File: src/rtl/cpu_fetch_pkg.sv
// Shared types and constants for the instruction fetch unit.
package cpu_fetch_pkg;

  typedef enum logic [2:0] {
    StIdle,
    StReq,
    StDeliver,
    StHold,
    StFault
  } fetch_state_e;

  localparam logic [1:0] FAULT_NONE     = 2'b00;
  localparam logic [1:0] FAULT_MISALIGN = 2'b01;
  localparam logic [1:0] FAULT_TIMEOUT  = 2'b10;

  localparam logic [31:0] INSTR_BYTES = 32'd4;

  // Word-aligned instruction addresses only.
  function automatic logic is_aligned(input logic [31:0] addr);
    return addr[1:0] == 2'b00;
  endfunction

endpackage

File: src/rtl/fetch_timer.sv
// Request timeout counter: counts enabled cycles since the last clear and
// flags the cycle in which the TIMEOUT_CYCLES-th enabled cycle is reached.
module fetch_timer #(
  parameter int unsigned TIMEOUT_CYCLES = 16
) (
  input  logic clk_i,
  input  logic rst_i,
  input  logic clear_i,
  input  logic enable_i,
  output logic expired_o
);

  localparam int unsigned CntW = $clog2(TIMEOUT_CYCLES + 1);
  localparam logic [CntW-1:0] LastCnt = CntW'(TIMEOUT_CYCLES - 1);

  logic [CntW-1:0] cnt_q;

  // Expiry is combinational so the owner can leave on the last counted cycle.
  assign expired_o = enable_i && !clear_i && (cnt_q == LastCnt);

  // Cycle counter, saturating once expired.
  always_ff @(posedge clk_i or posedge rst_i) begin
    if (rst_i) begin
      cnt_q <= '0;
    end else if (clear_i) begin
      cnt_q <= '0;
    end else if (enable_i && !expired_o) begin
      cnt_q <= cnt_q + CntW'(1);
    end
  end

endmodule

File: src/rtl/instruction_fetch_unit.sv
// Instruction fetch unit: issues word reads at the PC, hands each fetched word
// to the instruction register with a one-cycle load pulse, and follows
// sequential fetch or branch redirects. Misaligned redirects stop the unit in a
// sticky fault state until reset.
// Optional build macro FETCH_TIMEOUT_EN adds a request timeout (fault code 10).
module instruction_fetch_unit
  import cpu_fetch_pkg::*;
#(
  parameter logic [31:0] RESET_PC       = 32'h0000_0000,
  parameter int unsigned TIMEOUT_CYCLES = 16
) (
  input  logic        clk,
  input  logic        reset,
  output logic        imem_req,
  output logic [31:0] imem_addr,
  input  logic        imem_ack,
  input  logic [31:0] imem_rdata,
  output logic        load_en,
  output logic [31:0] instruction_out,
  output logic [31:0] pc_out,
  input  logic        fetch_next,
  input  logic        redirect_valid,
  input  logic [31:0] redirect_pc,
  output logic        busy,
  output logic        fault,
  output logic [1:0]  fault_code
);

  fetch_state_e state_q;
  logic [31:0]  pc_q;
  logic [31:0]  instr_q;
  logic [31:0]  pc_out_q;
  logic         fault_q;
  logic [1:0]   fault_code_q;
  logic         pend_valid_q;
  logic [31:0]  pend_pc_q;

  // A redirect arriving with the ack counts as pending and wins over the latched one.
  logic         redir_any;
  logic [31:0]  redir_tgt;
  assign redir_any = redirect_valid | pend_valid_q;
  assign redir_tgt = redirect_valid ? redirect_pc : pend_pc_q;

`ifdef FETCH_TIMEOUT_EN
  logic timer_clear;
  logic timer_expired;

  // Restart on every entry to REQ, including re-issue after a discarded ack.
  assign timer_clear = (state_q != StReq) | (imem_ack & redir_any);

  fetch_timer #(
    .TIMEOUT_CYCLES(TIMEOUT_CYCLES)
  ) u_fetch_timer (
    .clk_i    (clk),
    .rst_i    (reset),
    .clear_i  (timer_clear),
    .enable_i (state_q == StReq),
    .expired_o(timer_expired)
  );
`else
  logic unused_timeout_cfg;
  assign unused_timeout_cfg = ^TIMEOUT_CYCLES;
`endif

  // Fetch sequencer; all outputs are decoded from registered state.
  always_ff @(posedge clk or posedge reset) begin
    if (reset) begin
      state_q      <= StIdle;
      pc_q         <= RESET_PC;
      instr_q      <= '0;
      pc_out_q     <= '0;
      fault_q      <= 1'b0;
      fault_code_q <= FAULT_NONE;
      pend_valid_q <= 1'b0;
      pend_pc_q    <= '0;
    end else begin
      unique case (state_q)
        StIdle, StDeliver: begin
          if (redirect_valid) begin
            if (is_aligned(redirect_pc)) begin
              pc_q    <= redirect_pc;
              state_q <= StReq;
            end else begin
              state_q      <= StFault;
              fault_q      <= 1'b1;
              fault_code_q <= FAULT_MISALIGN;
            end
          end else begin
            state_q <= (state_q == StIdle) ? StReq : StHold;
          end
        end

        StReq: begin
          if (imem_ack) begin
            pend_valid_q <= 1'b0;
            if (redir_any) begin
              // Data belongs to the abandoned path; drop it.
              if (is_aligned(redir_tgt)) begin
                pc_q    <= redir_tgt;
                state_q <= StReq;
              end else begin
                state_q      <= StFault;
                fault_q      <= 1'b1;
                fault_code_q <= FAULT_MISALIGN;
              end
            end else begin
              instr_q  <= imem_rdata;
              pc_out_q <= pc_q;
              state_q  <= StDeliver;
            end
          end else begin
            // Hold the request; remember the newest redirect target.
            if (redirect_valid) begin
              pend_valid_q <= 1'b1;
              pend_pc_q    <= redirect_pc;
            end
`ifdef FETCH_TIMEOUT_EN
            if (timer_expired) begin
              state_q      <= StFault;
              fault_q      <= 1'b1;
              fault_code_q <= FAULT_TIMEOUT;
            end
`endif
          end
        end

        StHold: begin
          if (redirect_valid) begin
            if (is_aligned(redirect_pc)) begin
              pc_q    <= redirect_pc;
              state_q <= StReq;
            end else begin
              state_q      <= StFault;
              fault_q      <= 1'b1;
              fault_code_q <= FAULT_MISALIGN;
            end
          end else if (fetch_next) begin
            pc_q    <= pc_q + INSTR_BYTES;
            state_q <= StReq;
          end
        end

        StFault: begin
          state_q <= StFault;
        end

        default: begin
          state_q <= StIdle;
        end
      endcase
    end
  end

  assign imem_req        = (state_q == StReq);
  assign imem_addr       = pc_q;
  assign load_en         = (state_q == StDeliver);
  assign instruction_out = instr_q;
  assign pc_out          = pc_out_q;
  assign busy            = (state_q != StHold) && (state_q != StFault);
  assign fault           = fault_q;
  assign fault_code      = fault_code_q;

endmodule

File: config.mk
export PLATFORM = sky130hd
export DESIGN_NAME = instruction_fetch_unit
export DESIGN_NICKNAME = d
export VERILOG_FILES = /design/src/rtl/cpu_fetch_pkg.sv /design/src/rtl/fetch_timer.sv /design/src/rtl/instruction_fetch_unit.sv
export SDC_FILE = /design/constraint.sdc
export NUM_CORES = 1
export LEC_CHECK = 0
export ABC_AREA = 1
export ABC_CLOCK_PERIOD_IN_PS = 6100
export CAP_MARGIN = 20
export CORE_ASPECT_RATIO = 0.6
export CORE_UTILIZATION = 43
export CTS_CLUSTER_DIAMETER = 80
export DETAILED_ROUTE_END_ITERATION = 16
export MAX_ROUTING_LAYER = met4
export PLACE_DENSITY = 0.7
export RECOVER_POWER = 50
export SETUP_SLACK_MARGIN = 0.02
export SLEW_MARGIN = 10
export SYNTH_ARGS = -nofsm -noshare
export SYNTH_HDL_FRONTEND = slang
export SYNTH_SLANG_ARGS = --single-unit
File: constraint.sdc
create_clock -name clk -period 6.1 [get_ports clk]
set_clock_uncertainty 0.05 [all_clocks]
set_input_delay 1.22 -clock clk [delete_from_list [all_inputs] [get_ports clk]]
set_output_delay 1.22 -clock clk [all_outputs]
set_load 0.01 [all_outputs]
=== After elaboration in Yosys (flattened, before gate mapping) ===
Cells that the tools add are included.

* Logic and storage cells: 73
* Bits in registers: 135
* Input bits: 69

* Equal/unequal tests: 14
* Reductions and logical operators: 15
* Add/subtract/negate cells: 1
* Bitwise logic cells: 3
* Mux-type cells: 32

{| class="wikitable"
|+ Operators by type and width
! operator !! number
|-
| $mux 32 || 8
|-
| $pmux 32 s3 || 1
|-
| $add 32x3->32 const B || 1
|-
| $mux 3 || 7
|-
| $mux 2 || 6
|-
| $pmux 3 s4 || 1
|-
| $reduce_and 6->1 || 2
|-
| $ne 2x1->1 const B || 4
|-
| $mux 1 || 7
|-
| $eq 3x2->1 const B || 2
|-
| $ne 2x2->1 const B || 3
|-
| $ne 3x3->1 const B || 2
|-
| $reduce_and 2->1 || 3
|-
| $logic_not 2->1 || 2
|-
| $pmux 2 s2 || 1
|-
| $reduce_bool 2->1 || 2
|-
| $eq 3x1->1 const B || 1
|-
| $eq 3x3->1 const B || 1
|-
| $logic_not 3->1 || 1
|-
| $ne 3x2->1 const B || 1
|-
| $reduce_and 3->1 || 1
|-
| $reduce_bool 3->1 || 1
|-
| $reduce_or 3->1 || 1
|-
| $not 1->1 || 2
|-
| 4 further kinds || 4
|}

=== Longest topological paths before layout ===
* Depth in word-level cells: 6
* Mapped depth: 12

=== Worst setup path before layout ===
OpenSTA, ideal clock, no wires.

* Path type: input port to flip-flop
* Start: in redirect_valid
* End: reg pc_out_q[10] (netlist: pc_out[10])
* Buffers on the path: 3
* Stages on the path: 9
* Arrival time: 2,284 ps
* Setup slack: 3,636 ps
* Cell sequence: buf_2 nor2_1 inv_1 nor2_4 nand2_2 buf_2 buf_2 nand2_1 o21ai_0

* Longest elaborated chain between the ends: 3

{| class="wikitable"
|+ RTL lines
! what !! RTL line !! text
|-
| start, declared || instruction_fetch_unit.sv:22 || <nowiki>input logic redirect_valid,</nowiki>
|-
| $or 1x1->1 || instruction_fetch_unit.sv:41 || <nowiki>assign redir_any = redirect_valid | pend_valid_q;</nowiki>
|-
| $not 1->1 (no source line) || -- ||
|-
| $reduce_and 3->1 (no source line) || -- ||
|-
| end signal, assigned || instruction_fetch_unit.sv:108 || <nowiki>pc_out_q <= pc_q;</nowiki>
|-
| end, declared || instruction_fetch_unit.sv:32 || <nowiki>logic [31:0] pc_out_q;</nowiki>
|}

Every way passes these cells.
A chain may end at the register's enable or synchronous reset.

=== Worst setup path in the final report ===
* Start: reg state_q[2]
* End: out imem_req

* Longest elaborated chain between the ends: 1

{| class="wikitable"
|+ RTL lines
! what !! RTL line !! text
|-
| start, declared || instruction_fetch_unit.sv:29 || <nowiki>fetch_state_e state_q;</nowiki>
|-
| start signal, assigned || instruction_fetch_unit.sv:68 || <nowiki>state_q <= StIdle;</nowiki>
|-
| start signal, assigned || instruction_fetch_unit.sv:82 || <nowiki>state_q <= StReq;</nowiki>
|-
| start signal, assigned || instruction_fetch_unit.sv:84 || <nowiki>state_q <= StFault;</nowiki>
|-
| $eq 3x1->1 || instruction_fetch_unit.sv:154 || <nowiki>assign imem_req = (state_q == StReq);</nowiki>
|-
| end, declared || instruction_fetch_unit.sv:14 || <nowiki>output logic imem_req,</nowiki>
|}

Every way passes these cells.

==> results.toml <==
[global_route]
grt_max_degree = 96
grt_pass1_wl_mm = 36.8
antenna_found_initial = 0
grt_use_total = 0.284
grt.overflow.total = 0
grt_pass1_vias = 6668

[pwr]
pwr-share-comb = 0.454
power.internal_uw = 2870
p_leak_uw = 0.00446
power_density_mw_per_mm2 = 499
swShare = 0.409
pwr-share-seq = 0.328
pwr-share-clk = 0.218
p_sw_uw = 1990
irDropWorstVdd_mv = 0.259

[floorplan]
die-width_um = 170
die_h_um = 103
die_area_mm2 = 0.0175
core_mm2 = 0.0164
io-pin-count = 171
rows = 36
start_util = 0.444

[clocking]
root_buffer = "clkbuf_16"
hold_buffers = 0
htreeDepth = 4
cts_resized = 0
cts_max_path_buffers = 2
insertion_delay_ps = 420
tritoncts = "done"
cts.sinks = 133
clk_pin_slew_ps = 60
numCtsBuffers = 17
postCtsSetupRepairBufs = 0

[logic_synthesis]
ys_seq_area_frac = 0.455
synthFlopType = "dfrtp_1"
synthTopCellsByArea = "dfrtp_1, nand2_1, o21ai_0"
async_flop_share = 1.00
synth.ff_latch_count = 133
synthCells = 999
ys_types = 35
ys_warn_count = 0
syn_nets = 1069
synth_top_area_frac = 0.455
avgSynthCellArea_um2 = 7.31
synth_area_mm2 = 0.00731
synth.largest_area_cell = "dfrtp_1"
synth_edf_count = 0

[run]
max_cap_viol_count = 1

[run_status]
outcome = "complete, but fails checks"
violations = "capacitance limit, slew limit"

[setup_path]
crit_arrival_ps = 3010
r2r_end = "imem_addr[6]$_DFFE_PP0P_"
worstReg2RegStart = "state_q[2]$_DFFE_PP0P_"
crit_fanout = 21
cp-end-kind = "output port"
crit_type = "flip-flop to output port"
crit_required_ps = 4830
start_kind = "flip-flop"
r2r_slack_ps = 2110
reg2regPathDepth = 11

[finish]
regArea_mm2 = 0.00333
multi_input_area_mm2 = 0.00340
drive_above_1_share = 0.0810
fill_cells = 1479
diodes = 0
area_delta_synth_final_pct = 33.1
fin_nets = 1218

[sta]
maxSlewViolCount = 62
rsz0062_at_grt = "false"
final.setup.tns_ps = 0
setup_ws_ps = 1820
min_period_over_period = 0.702
setup_viol = 0
hold_viol = 0
max_slew_margin = -0.853
worst_pin_slew_ps = 2770
finalCriticalPeriod_ps = 4280
fmax_mhz = 233

[placed_design]
hpwl_mm = 16.4
gp_congestion = 0.976
dpl_worst_slack_ps = 2710
io_buffer_count = 169

[route]
drt_pass1_iterations = 5
drc_errors = 0
vias = 7330
vias_per_cell = 5.28
drtIter0Drc = 812
antenna_left = 0
wl_mm = 23.2
wl_per_cell_um = 16.7

[min_path]
min_path_type = "flip-flop to flip-flop"
hold_path_depth = 2
min_from = "pc_out[24]$_DFFE_PP0P_"
worstHoldEndpoint = "pc_out[24]$_DFFE_PP0P_"
==> synthesized netlist by cell type, types with 4 or more instances <==
| cell type | n |
|---|---|
| inv_2 | 6 |
| buf_1 | 8 |
| clkbuf_1 | 21 |
| a21oi_1 | 23 |
| xor2_1 | 4 |
| or2_2 | 7 |
| inv_1 | 90 |
| nor2_2 | 5 |
| mux2_2 | 33 |
| nor2_1 | 90 |
| nand3_1 | 46 |
| o22ai_1 | 4 |
| buf_2 | 16 |
| o21ai_0 | 129 |
| o21ai_1 | 27 |
| and2_1 | 4 |
| nand2_1 | 325 |
| dfrtp_1 | 133 |
==> layer usage <==
| metal | GRT usage | share of wire | wire length, µm |
|---|---|---|---|
| met5 | - | 0 | 0 |
| met4 | 0.0665 | 0.0092 | 213 |
| met3 | 0.0710 | 0.12 | 2760 |
| met2 | 0.381 | 0.39 | 9010 |
| met1 | 0.420 | 0.48 | 11200 |
==> kinds of logic (layout without fill, tap and decap cells) <==
family	after synthesis	after routing	share of synthesized area
AND/OR/NAND/NOR	492	492	0.273
AO/OA/AOI/OAI	191	191	0.135
multiplexers	33	33	0.0509
other	1	1	0.000513
flip-flops	133	133	0.455
adder cells (fa/ha/maj)	1	1	0.00171
buffers and inverters	144	305	0.0783
XOR/XNOR	4	4	0.00479
==> worst max-delay path: stages (launching register included) <==
cell and delay [ps]:
dfrtp_1 410, inv_1 110, nand2_1 490, nor2_1 890, clkdlybuf4s50_1 690
==> worst max-delay path by stage <==
stage                                      start                        end  slack [ps]
after floorplan                            reset  fault_code[0]$_DFFE_PP0P_        1280
after global placement                  imem_ack  imem_addr[12]$_DFFE_PP0P_        2720
after detailed placement                imem_ack  imem_addr[12]$_DFFE_PP0P_        2710
after CTS                 state_q[2]$_DFFE_PP0P_                   imem_req        2370
after global routing                       reset  imem_addr[16]$_DFFE_PP0P_        1450
final                     state_q[2]$_DFFE_PP0P_                   imem_req        1820
==> cell usage in the layout, fill, tap and decap left out, types with 2 or more instances in the layout <==
cell type,Yosys,layout
clkdlybuf4s50_1,0,106
o21ai_1,27,27
mux2_2,33,33
bufinv_16,0,3
xor2_1,4,4
and2_1,4,4
dlygate4sd3_1,0,62
clkbuf_1,21,2
buf_4,3,8
nand4_1,3,3
nand2_1,325,327
o22ai_1,4,4
nand3_1,46,46
inv_6,0,2
nor3_1,3,3
nor2_2,5,4
o21ai_0,129,129
o2111ai_1,3,3
or2_2,7,7
clkbuf_16,0,17
a21oi_1,23,23
clkinvlp_4,0,4
inv_1,90,90
nor2_1,90,91
a41oi_1,2,2
dfrtp_1,133,133
inv_2,6,5
==> power groups by stage <==
stage,registers (µW),logic [µW],clock network [µW]
after floorplan,1660,1130,0
after global placement,1600,2200,0
after detailed placement,1610,2240,0
after CTS,1600,2260,1070
after global routing,1640,2440,1110
final,1590,2210,1060
==> sequential cells by signal (all words and copies together) (netlist names) <==
signal and count:
imem_addr 32, instruction_out 32, pc_out 32, pend_pc_q 32
state_q 3, fault_code 1, pend_valid_q 1
==> through the flow <==
step                hold slack [ps]  total power (µW)  utilization  std cells  cell area, µm²
floorplan                       396              2790            -        999            7310
global placement                413              3800        0.556       1357            9150
detailed placement              419              3840        0.556       1357            9150
CTS                             437              4930        0.593       1388            9740
global route                    453              5190        0.591       1388            9720
finish                          426              4860        0.591       1388            9720
==> cell type report <==
type,instances,share of cell area
inverters,96,0.0372
repair buffers,178,0.180
well taps,228,0.0293
clock buffers,20,0.0459
flip-flops and latches,133,0.342
clock inverters,11,0.0156
multi-input cells,722,0.350
Note: power is estimated with default switching activity, not from simulation.
